**src/rtl/irq_pkg.sv**
```systemverilog
// Shared types and helpers for the interrupt request encoder.
//   state_t          : encoder FSM states
//   NUM_REQ, CODE_W  : request line count and code width
//   map_line_to_code : request line index k -> code 7-k
package irq_pkg;

   localparam int unsigned NUM_REQ = 8;
   localparam int unsigned CODE_W  = 3;

   typedef enum logic [1:0] {
      IDLE    = 2'd0,
      PRESENT = 2'd1,
      RETIRE  = 2'd2
   } state_t;

   // Line k maps to code 7-k; for 3 bits that is just the bitwise inverse.
   function automatic logic [CODE_W-1:0] map_line_to_code(input logic [CODE_W-1:0] k);
      return ~k;
   endfunction

endpackage

```
**src/rtl/prio_enc8.sv**
```systemverilog
// Combinational 8-to-3 priority encoder, highest set index wins.
//   vec    : input bit vector
//   code_c : index of the highest set bit (0 when vec is zero)
//   nz_c   : high when any bit of vec is set
module prio_enc8
   import irq_pkg::*;
(
   input  logic [NUM_REQ-1:0] vec,
   output logic [CODE_W-1:0]  code_c,
   output logic               nz_c
);

   // Ascending scan: the last set bit seen is the highest one.
   always_comb begin
      code_c = '0;
      nz_c   = |vec;
      for (int i = 0; i < NUM_REQ; i++) begin
         if (vec[i]) code_c = CODE_W'(i);
      end
   end

endmodule

```
**src/rtl/irq_encoder8.sv**
```systemverilog
// Sequential 8-to-3 interrupt priority encoder with valid/ack handshake.
// Falling edges on active-low request lines are captured into a pending
// register (line k -> code 7-k); the highest pending code is presented.
//   clk, rst_n  : clock, asynchronous active-low reset
//   req_n       : asynchronous active-low request lines
//   en_n        : active-low capture enable
//   ack         : consumer acknowledge of the presented code
//   code, valid : presented code and its valid flag
//   pending     : pending flags indexed by code
//   any_pend_n  : low when any code is pending
//   ovf         : one-cycle pulse when an edge hits an already-pending code
module irq_encoder8
   import irq_pkg::*;
#(
   parameter int unsigned SYNC_STAGES = 2   // must be >= 2
)(
   input  logic               clk,
   input  logic               rst_n,
   input  logic [NUM_REQ-1:0] req_n,
   input  logic               en_n,
   input  logic               ack,
   output logic [CODE_W-1:0]  code,
   output logic               valid,
   output logic [NUM_REQ-1:0] pending,
   output logic               any_pend_n,
   output logic               ovf
);

   logic [NUM_REQ-1:0] sync_q [SYNC_STAGES];
   logic [NUM_REQ-1:0] prev_q;
   logic [NUM_REQ-1:0] fall_c;
   logic [NUM_REQ-1:0] set_c;
   logic [NUM_REQ-1:0] clr_c;
   logic [NUM_REQ-1:0] pending_d;
   logic               ovf_d;
   logic [CODE_W-1:0]  enc_code_c;
   logic               enc_nz_c;
   state_t             state_q, state_d;
   logic [CODE_W-1:0]  code_d;
   logic               valid_d;

   // Synchronizer chain plus one delayed sample for edge detection.
   always_ff @(posedge clk or negedge rst_n) begin
      if (!rst_n) begin
         for (int unsigned i = 0; i < SYNC_STAGES; i++) sync_q[i] <= '1;
         prev_q <= '1;
      end else begin
         sync_q[0] <= req_n;
         for (int unsigned i = 1; i < SYNC_STAGES; i++) sync_q[i] <= sync_q[i-1];
         prev_q <= sync_q[SYNC_STAGES-1];
      end
   end

   assign fall_c = prev_q & ~sync_q[SYNC_STAGES-1];

   // Captures are reordered into code space; en_n gates new captures only.
   always_comb begin
      set_c = '0;
      for (int k = 0; k < NUM_REQ; k++) begin
         set_c[map_line_to_code(CODE_W'(k))] = fall_c[k] & ~en_n;
      end
   end

   // Retire the presented code on ack; a coincident set wins over the clear.
   always_comb begin
      clr_c = '0;
      if (state_q == PRESENT && ack) clr_c[code] = 1'b1;
   end

   assign pending_d = (pending & ~clr_c) | set_c;
   assign ovf_d     = |(set_c & pending & ~clr_c);

   prio_enc8 u_enc (
      .vec    (pending),
      .code_c (enc_code_c),
      .nz_c   (enc_nz_c)
   );

   // Next-state and output logic.
   always_comb begin
      state_d = state_q;
      code_d  = code;
      valid_d = valid;
      case (state_q)
         IDLE: begin
            if (enc_nz_c) begin
               code_d  = enc_code_c;
               valid_d = 1'b1;
               state_d = PRESENT;
            end
         end
         PRESENT: begin
            if (ack) begin
               valid_d = 1'b0;
               state_d = RETIRE;
            end
         end
         RETIRE: begin
            state_d = IDLE;
         end
         default: begin
            valid_d = 1'b0;
            state_d = IDLE;
         end
      endcase
   end

   // State and registered outputs.
   always_ff @(posedge clk or negedge rst_n) begin
      if (!rst_n) begin
         state_q <= IDLE;
         code    <= '0;
         valid   <= 1'b0;
         pending <= '0;
         ovf     <= 1'b0;
      end else begin
         state_q <= state_d;
         code    <= code_d;
         valid   <= valid_d;
         pending <= pending_d;
         ovf     <= ovf_d;
      end
   end

   assign any_pend_n = ~|pending;

endmodule

```
**config.mk**
```make
export PLATFORM = sky130hd
export DESIGN_NAME = irq_encoder8
export DESIGN_NICKNAME = d
export VERILOG_FILES = /design/src/rtl/irq_pkg.sv /design/src/rtl/prio_enc8.sv /design/src/rtl/irq_encoder8.sv
export SDC_FILE = /design/constraint.sdc
export NUM_CORES = 1
export LEC_CHECK = 0
export ABC_CLOCK_PERIOD_IN_PS = 3200
export BUFFER_PORTS_ARGS = -buffer_cell sky130_fd_sc_hd__buf_4
export CAP_MARGIN = 20
export CORE_ASPECT_RATIO = 0.7
export CORE_MARGIN = 4
export CORE_UTILIZATION = 57
export CTS_CLUSTER_DIAMETER = 120
export DETAILED_ROUTE_END_ITERATION = 12
export PLACE_DENSITY = 0.89
export SETUP_SLACK_MARGIN = 0.1
export SLEW_MARGIN = 5
export SYNTH_ARGS = -nofsm -noshare
export SYNTH_HDL_FRONTEND = slang
export SYNTH_SLANG_ARGS = --single-unit
```
**constraint.sdc**
```tcl
create_clock -name clk -period 3.2 [get_ports clk]
set_input_delay 0.32 -clock clk [delete_from_list [all_inputs] [get_ports clk]]
set_output_delay 0.32 -clock clk [all_outputs]
set_load 0.01 [all_outputs]
```
==> run metrics, run 1 <==
status=complete, no violations; crit path DAT=about 1.7 ns; 1st-pass router iterations=4; grt total ovfl=0; Yosys cell types=28; cts bufs inserted=5; H-tree levels=2; root buf cell=clkbuf_4; drt via density=about 5.7; Worst setup EP type=output port; met2 WL=around 1300 um; GRT Overall Usage=about a fifth; Mapped Cells=between 100 and 150; wire per inst=16.2 um; fin. max-slew vios=0; #FFs+latches synth=39; pin count of the biggest net entering global routing=40; Slew @ Worst Pin=~0.46 ns; combinational family with the most area after synthesis=simple AND/OR/NAND/NOR gates; DRT met1 WL=roughly 1200 um; CP required=2.88 ns; first-pass GRT wire length=between 4000 and 5000 um; syn avg cell area=between 10 and 15 um^2; Hold Crit Class=in -> reg; total I/O pin count=26; Synth Area in XOR/XNOR=0%; hold endpoint=sync_q[9]; RSZ-0062 raised after global routing=no; Worst-path clk slew=about 0.11 ns; DPL Wire Length=2110 um; Hold Path Stages=1; critical path class=reg -> out; # diodes=0; placed inst area=approximately 1600 um^2; clock skew=approximately 0.011 ns; sequential share of the synthesized area=between 70% and 80%; period utilisation layout=63.5%; gpl congestion=a little under 0.9; initial antenna violation count=0; die width=67.7 um; 1st-iter DRT viols=71; setup slack, reg-to-reg=about 1.4 ns; Synth Area in Simple Gates=17.6%; Hold Path Origin=req_n[1]; maximum clock path buffer count=2; compound-cell area share of the yosys netlist=between 9 and 10%; row count=14; Max Used Layer=met4; remaining antenna violation count=0; crit path launch type=flip-flop; # setup viols final=0; Layout area overhead=20.2%; final instance area=1710 um^2; Fin. Hold Viols=0; synthesized area=between 1000 and 1500 um^2; worst r2r src=state_q[0]; max-cap violations=0; vias=roughly 1000; post-CTS setup buffer count=0; most frequent cells in the layout=buf_4, dfstp_2, nand2_1, dfrtp_1; area of the core=between 2000 and 2500 um^2; Max VDD drop=approximately 350 uV; post-synth top area share=between 40% and 50%; Yosys warning count=0; die area=roughly 3400 um^2; DRC violation count after routing=0; synth top area cells=dfstp_2, dfrtp_1, nand2_1, o21ai_0, nor4bb_1; post-synthesis mux area share=0%; pwr dens=around 700 nW/um^2; Starting Density=about 63%; met3 wire len=331 um; Adder-Cell Fraction of Synth Area=0%; reg2reg path depth=4; die height=approximately 50 um; CP Max Fanout=6; setup TNS=0 ns; Skew-Pair Late Insertion Delay=0.36 ns; clock sink total=39; Min Clock Period, post-route=2.03 ns; CTS tree=built; syn nets=127; fmax=~500 MHz; Routed Wire Length=2900 um; Slew Limit Headroom=approximately 69%; commonest non-fill, non-tap cell in the layout=buf_4; final net count=about 160; share of cells above drive strength 1=a little under two fifths; Yosys top cell by area=dfstp_2; vias in the first global route=1046; RR Endpoint=ovf; port bufs=25; P_leak=just over 0.7 nW; Fill cells=between 100 and 150
## per-layer routing
metal  vias to the layer above  GRT usage (%)
met5                         -              0
met4                         0           15.2
met3                         9           6.36
met2                        57           30.2
met1                       486           24.8
li1                        466              -
## timing repair
item | 4_1_cts | 5_1_grt
endpoints found under the setup margin | 0 | 0
gates resized for setup | 0 | 0
hold buffers | 1 | 0
hold endpoints to repair | 15 | 0
## metrics by stage
step	utilization [%]	cells	total power, mW	worst slack (ns)	hold WS (ns)
2_1_floorplan	-	115	0.802	1.65	0.0244
3_3_place_gp	72.5	170	0.946	1.60	0.300
3_5_place_dp	72.5	170	0.971	1.45	0.303
4_1_cts	75.6	179	1.23	1.16	0.0462
5_1_grt	75.6	179	1.30	1.13	0.0355
6_report	75.6	179	1.23	1.17	0.0562
## kinds of logic (layout without fill, tap and decap cells)
kind of cell    count (synthesis)  in the layout
buf+inv                         6             38
flops                          39             39
compound gates                 24             24
simple gates                   46             46
## worst max-delay path, cell delays in order (launching register included)
cell     delay, ns
dfrtp_1       0.47
nor4_1        0.48
and2_1        0.25
buf_4         0.14
## worst max path at each step
stage | start | end | cells past startpoint
3_3_place_gp | state_q[0] | ovf | 4
5_1_grt | pending[7] | any_pend_n | 3
3_5_place_dp | state_q[0] | ovf | 4
2_1_floorplan | state_q[1] | ovf | 4
6_report | pending[3] | any_pend_n | 3
4_1_cts | pending[3] | any_pend_n | 3
## area by class of cell
cell class / count / area, um^2 / share of cell area, %
clock buffers: 7 / 55.1 / 3.22
clock inverters: 1 / 5.00 / 0.293
inverters: 4 / 15.0 / 0.879
multi-input cells: 70 / 389 / 22.8
flip-flops and latches: 39 / 1010 / 58.9
well taps: 32 / 40.0 / 2.34
repair buffers: 26 / 198 / 11.6
## sequential cells by signal, summed over array words and instances, names as in the netlist
name	cells
pending	8
state_q	2
sync_q	16
ovf	1
valid	1
code	3
prev_q	8
## synthesized netlist by cell type
library cell / n
a211o_1: 1
a211oi_1: 1
a21oi_1: 3
a2bb2oi_1: 1
and2_1: 1
buf_4: 1
clkbuf_1: 1
dfrtp_1: 15
dfstp_2: 24
inv_1: 4
nand2_1: 15
nand2b_1: 2
nand3_1: 1
nand3b_1: 3
nand4_1: 1
nor2_1: 9
nor2b_1: 2
nor3_1: 1
nor3b_1: 1
nor4_1: 3
nor4bb_1: 4
o21ai_0: 9
o21ai_1: 4
o21bai_1: 1
o22ai_1: 3
o31ai_1: 1
or3_1: 1
or3b_1: 2
## power by group
group          total, mW  internal (mW)  switching (mW)
Combinational      0.286          0.143           0.143
Clock              0.263          0.106           0.156
Sequential         0.679          0.581          0.0979
Total               1.23          0.830           0.398
Note: power is estimated with default switching activity, not from simulation.
==> run 2: changes to the inputs <==
--- a/config.mk
+++ b/config.mk
@@ -5,15 +5,15 @@
 export SDC_FILE = /design/constraint.sdc
 export NUM_CORES = 1
 export LEC_CHECK = 0
-export ABC_CLOCK_PERIOD_IN_PS = 3200
+export ABC_CLOCK_PERIOD_IN_PS = 1800
 export BUFFER_PORTS_ARGS = -buffer_cell sky130_fd_sc_hd__buf_4
 export CAP_MARGIN = 20
 export CORE_ASPECT_RATIO = 0.7
 export CORE_MARGIN = 4
-export CORE_UTILIZATION = 57
+export CORE_UTILIZATION = 48
 export CTS_CLUSTER_DIAMETER = 120
 export DETAILED_ROUTE_END_ITERATION = 12
-export PLACE_DENSITY = 0.89
+export PLACE_DENSITY = 0.81
 export SETUP_SLACK_MARGIN = 0.1
 export SLEW_MARGIN = 5
 export SYNTH_ARGS = -nofsm -noshare
==> constraint.sdc (replaced) <==
create_clock -name clk -period 1.8 [get_ports clk]
set_input_delay 0.18 -clock clk [delete_from_list [all_inputs] [get_ports clk]]
set_output_delay 0.18 -clock clk [all_outputs]
set_load 0.01 [all_outputs]
==> run metrics, run 2 (synthesis gave the netlist of run 1 again) <==
RSZ-0062 raised after global routing=yes; worst hold slack=0.124 ns; setup slack, reg-to-reg=approximately 0.13 ns; status=complete, no violations; root buf cell=clkbuf_8; max-cap violations=0; share of cells above drive strength 1=approximately two fifths; wire per inst=roughly 16 um; 1st-pass router iterations=4; # setup viols final=0; area of the core=2820 um^2; Fill cells=about 210; crit path from=state_q[1]; crit path DAT=approximately 1.8 ns; Hold Crit Class=in -> reg; period utilisation layout=just over 90%; die width=between 70 and 80 um; gpl congestion=0.890; biggest regs=sync_q x16, pending x8, prev_q x8; max incr delay on CP=between 0.4 and 0.5 ns; Max VDD drop=approximately 790 uV; commonest non-fill, non-tap cell in the layout=buf_4; total I/O pin count=26; Hold Path Stages=2; Fin. Hold Viols=0; CP required=slightly below 2 ns; maximum clock path buffer count=2; first-pass GRT wire length=about 4900 um; crit path cell chain=or3b_4, o21ai_1, o22ai_1, or3_1; crit path capture=ovf; setup TNS=0 ns; Layout area overhead=31.9%; drt via density=5.31; Slew Limit Headroom=a little over two thirds; critical path class=reg -> reg; die height=53.5 um; Starting Density=roughly half; DPL Wire Length=2050 um; fmax=about 600 MHz; DRC violation count after routing=0; fin. max-slew vios=0; clock skew=between 0.005 and 0.006 ns; 1st-iter DRT viols=113; post-CTS setup buffer count=0; initial antenna violation count=0; largest register by flop count=sync_q; GRT Overall Usage=16.9%; CP max stage cell=dfrtp_2; vias=between 1000 and 1500; port bufs=25; pin count of the biggest net entering global routing=40; worst r2r src=state_q[1]; CTS tree=built; vias in the first global route=a little over 1000; Slew @ Worst Pin=about 0.46 ns; RR Endpoint=ovf; Worst-path clk slew=about 0.070 ns; H-tree levels=2; Min Clock Period, post-route=1.67 ns; reg2reg path depth=4; final net count=~170; cts bufs inserted=5; grt total ovfl=0; Skew-Pair Late Insertion Delay=approximately 0.29 ns; Routed Wire Length=3010 um; CP Max Fanout=7; die area=~3900 um^2; pwr dens=between 1000 and 1500 nW/um^2; most frequent cells in the layout=buf_4, dfstp_2, nand2_1, dfrtp_1; clock sink total=39; crit path launch type=flip-flop; # diodes=0; Worst setup EP type=flip-flop; remaining antenna violation count=0; max reg flops=16; P_leak=0.779 nW; row count=16
-- run 2: worst min path at each step --
stage / start / endpoint
finish: ack / state_q[0]
CTS: ack / state_q[0]
detailed placement: rst_n / pending[0]
global route: ack / state_q[0]
floorplan: rst_n / code[0]
global placement: rst_n / pending[0]
-- run 2: timing repair --
action	CTS	global route
endpoints found under the hold margin	23	0
hold buffers	9	0
gates resized for setup	1	5
setup endpoints to repair	1	2
-- run 2: routing by layer --
layer	vias up	wire length, um	track usage (%)
li1	483	-	-
met1	494	1360	22.6
met2	43	1380	25.2
met4	0	39	7.98
met5	-	0	0
met3	4	226	5.60
-- run 2: power breakdown --
group,switching [mW],internal (mW),total (mW)
clock network,0.302,0.312,0.615
logic,0.277,0.288,0.565
registers,0.177,1.03,1.21
-- run 2: worst max-delay path, delay by kind of cell, from the launching register on --
family          cells  cell delay (ns)
simple gates        2             0.82
flops               1             0.45
compound gates      2             0.30
-- run 2: area by class of cell --
type / instances / area, um^2 / area share, %
Sequential cell: 39 / 1010 / 53.7
Multi-Input combinational cell: 70 / 415 / 22.2
Timing Repair Buffer: 36 / 293 / 15.6
Clock buffer: 6 / 82.6 / 4.41
Tap cell: 36 / 45.0 / 2.40
Clock inverter: 2 / 16.3 / 0.868
Inverter: 4 / 15.0 / 0.801
-- run 2: per-stage QoR --
stage	cells	area, um^2	util [%]	total power, mW	setup WS, ns
after detailed placement	176	1660	58.7	1.74	0.143
final	193	1870	66.4	2.39	0.125
after CTS	193	1850	65.6	2.38	0.107
after floorplan	115	1420	-	1.43	0.248
after global placement	176	1660	58.7	1.71	0.199
after global routing	193	1870	66.4	2.53	0.0671
==> run 3: changes to the inputs <==
--- a/config.mk
+++ b/config.mk
@@ -13,6 +13,7 @@
 export CORE_UTILIZATION = 48
 export CTS_CLUSTER_DIAMETER = 120
 export DETAILED_ROUTE_END_ITERATION = 12
+export GPL_TIMING_DRIVEN = 0
 export PLACE_DENSITY = 0.81
 export SETUP_SLACK_MARGIN = 0.1
 export SLEW_MARGIN = 5
==> run metrics, run 3 (synthesis gave the netlist of run 1 again) <==
root buf cell=clkbuf_8; Layout area overhead=31.4%; worst r2r src=code[2]; row count=16; Hold Path Stages=2; vias in the first global route=998; # setup viols final=0; post-layout util=~66%; hold endpoint=state_q[0]; clock sink total=39; fin. max-slew vios=0; RSZ-0062 raised after global routing=yes; CP Max Fanout=6; RR Endpoint=ovf; Hold Crit Class=in -> reg; max reg flops=16; pwr dens=roughly 1200 nW/um^2; clock skew=~0.0021 ns; Hold Path Origin=ack; Max VDD drop=around 590 uV; 1st-iter DRT viols=roughly 90; Fin. Hold Viols=0; commonest non-fill, non-tap cell in the layout=buf_4; critical path class=reg -> reg; post-CTS setup buffer count=0; fmax=590 MHz; final net count=around 170; DRC violation count after routing=0; area of the core=2820 um^2; initial antenna violation count=0; port bufs=25; Slew @ Worst Pin=~0.46 ns; DPL Wire Length=approximately 1900 um; setup slack, reg-to-reg=between 0.1 and 0.15 ns; CP required=slightly below 2 ns; H-tree levels=2; drt via density=roughly 5.4; # diodes=0; reg2reg path depth=4; Fill cells=around 210; pin count of the biggest net entering global routing=40; Min Clock Period, post-route=1.69 ns; Routed Wire Length=2880 um; total I/O pin count=26; Slew Limit Headroom=69.4%; wire per inst=around 15 um; 1st-pass router iterations=4; grt total ovfl=0; status=complete, no violations; crit path launch type=flip-flop; gpl congestion=between 0.8 and 0.9; setup TNS=0 ns; crit path from=code[2]; die area=just under 4000 um^2; Starting Density=about half; cts bufs inserted=5; max-cap violations=0; remaining antenna violation count=0; die width=73.0 um; CTS tree=built; maximum clock path buffer count=2; GRT Overall Usage=between 15 and 20%; most frequent cells in the layout=buf_4, dfstp_2, nand2_1, dfrtp_1; Worst-path clk slew=roughly 0.070 ns; die height=between 50 and 60 um; vias=1050; period utilisation layout=a little over nine tenths; crit path DAT=1.85 ns; Worst setup EP type=flip-flop; biggest regs=sync_q x16, pending x8, prev_q x8; first-pass GRT wire length=4700 um; P_leak=between 0.7 and 0.8 nW; share of cells above drive strength 1=41.4%; largest register by flop count=sync_q; Skew-Pair Late Insertion Delay=roughly 0.28 ns
run 3: metrics by stage:
| stage | cell area (um^2) | setup WS (ns) | std cells | total power [mW] | hold slack, ns |
|---|---|---|---|---|---|
| floorplan | 1420 | 0.248 | 115 | 1.43 | -0.116 |
| global placement | 1650 | 0.156 | 176 | 1.69 | 0.158 |
| detailed placement | 1650 | 0.0951 | 176 | 1.72 | 0.166 |
| CTS | 1840 | 0.104 | 193 | 2.32 | 0.106 |
| global route | 1870 | 0.0598 | 193 | 2.48 | 0.121 |
| finish | 1870 | 0.105 | 193 | 2.32 | 0.115 |
run 3: area by class of cell:
class / instances / area [um^2] / share of cell area, %
sequential: 39 / 1010 / 53.9
multi-input combinational: 70 / 428 / 22.9
timing repair buffer: 34 / 278 / 14.9
clock buffer: 6 / 72.6 / 3.88
tap: 36 / 45.0 / 2.41
inverter: 4 / 15.0 / 0.804
clock inverter: 2 / 11.3 / 0.603
buffer: 2 / 11.3 / 0.603
run 3: worst max-delay path by stage:
stage | slack (ns) | endpoint | cells past startpoint
after floorplan | 0.25 | ovf | 4
after global placement | 0.16 | ovf | 4
after detailed placement | 0.1 | ovf | 4
after CTS | 0.10 | ovf | 5
after global routing | 0.06 | ovf | 5
final | 0.11 | ovf | 4
run 3: worst max-delay path, stage by stage (launching register included):
cell and delay [ns]:
dfrtp_1 0.44, or3b_1 0.47, o21ai_0 0.20, nand4_1 0.12, or3_1 0.34
run 3: power breakdown:
group / switching [mW] / leakage [nW] / internal (mW) / total (mW)
clock: 0.284 / 0.0455 / 0.271 / 0.556
combinational: 0.263 / 0.329 / 0.280 / 0.543
sequential: 0.193 / 0.406 / 1.03 / 1.23
run 3: metal layers:
metal	GRT usage, %	share of wire [%]	vias up
met2	25.4	48	44
met4	10.7	0.94	0
met1	21.0	43	521
li1	-	-	483
met3	5.78	8.1	2
met5	0	0	-
run 3: repair_timing:
action,in CTS,in global routing
endpoints found under the hold margin,23,0
resized for setup,4,5
gates cloned,0,0
setup endpoints to repair,2,2
pin swaps,0,0
hold buffers,9,0
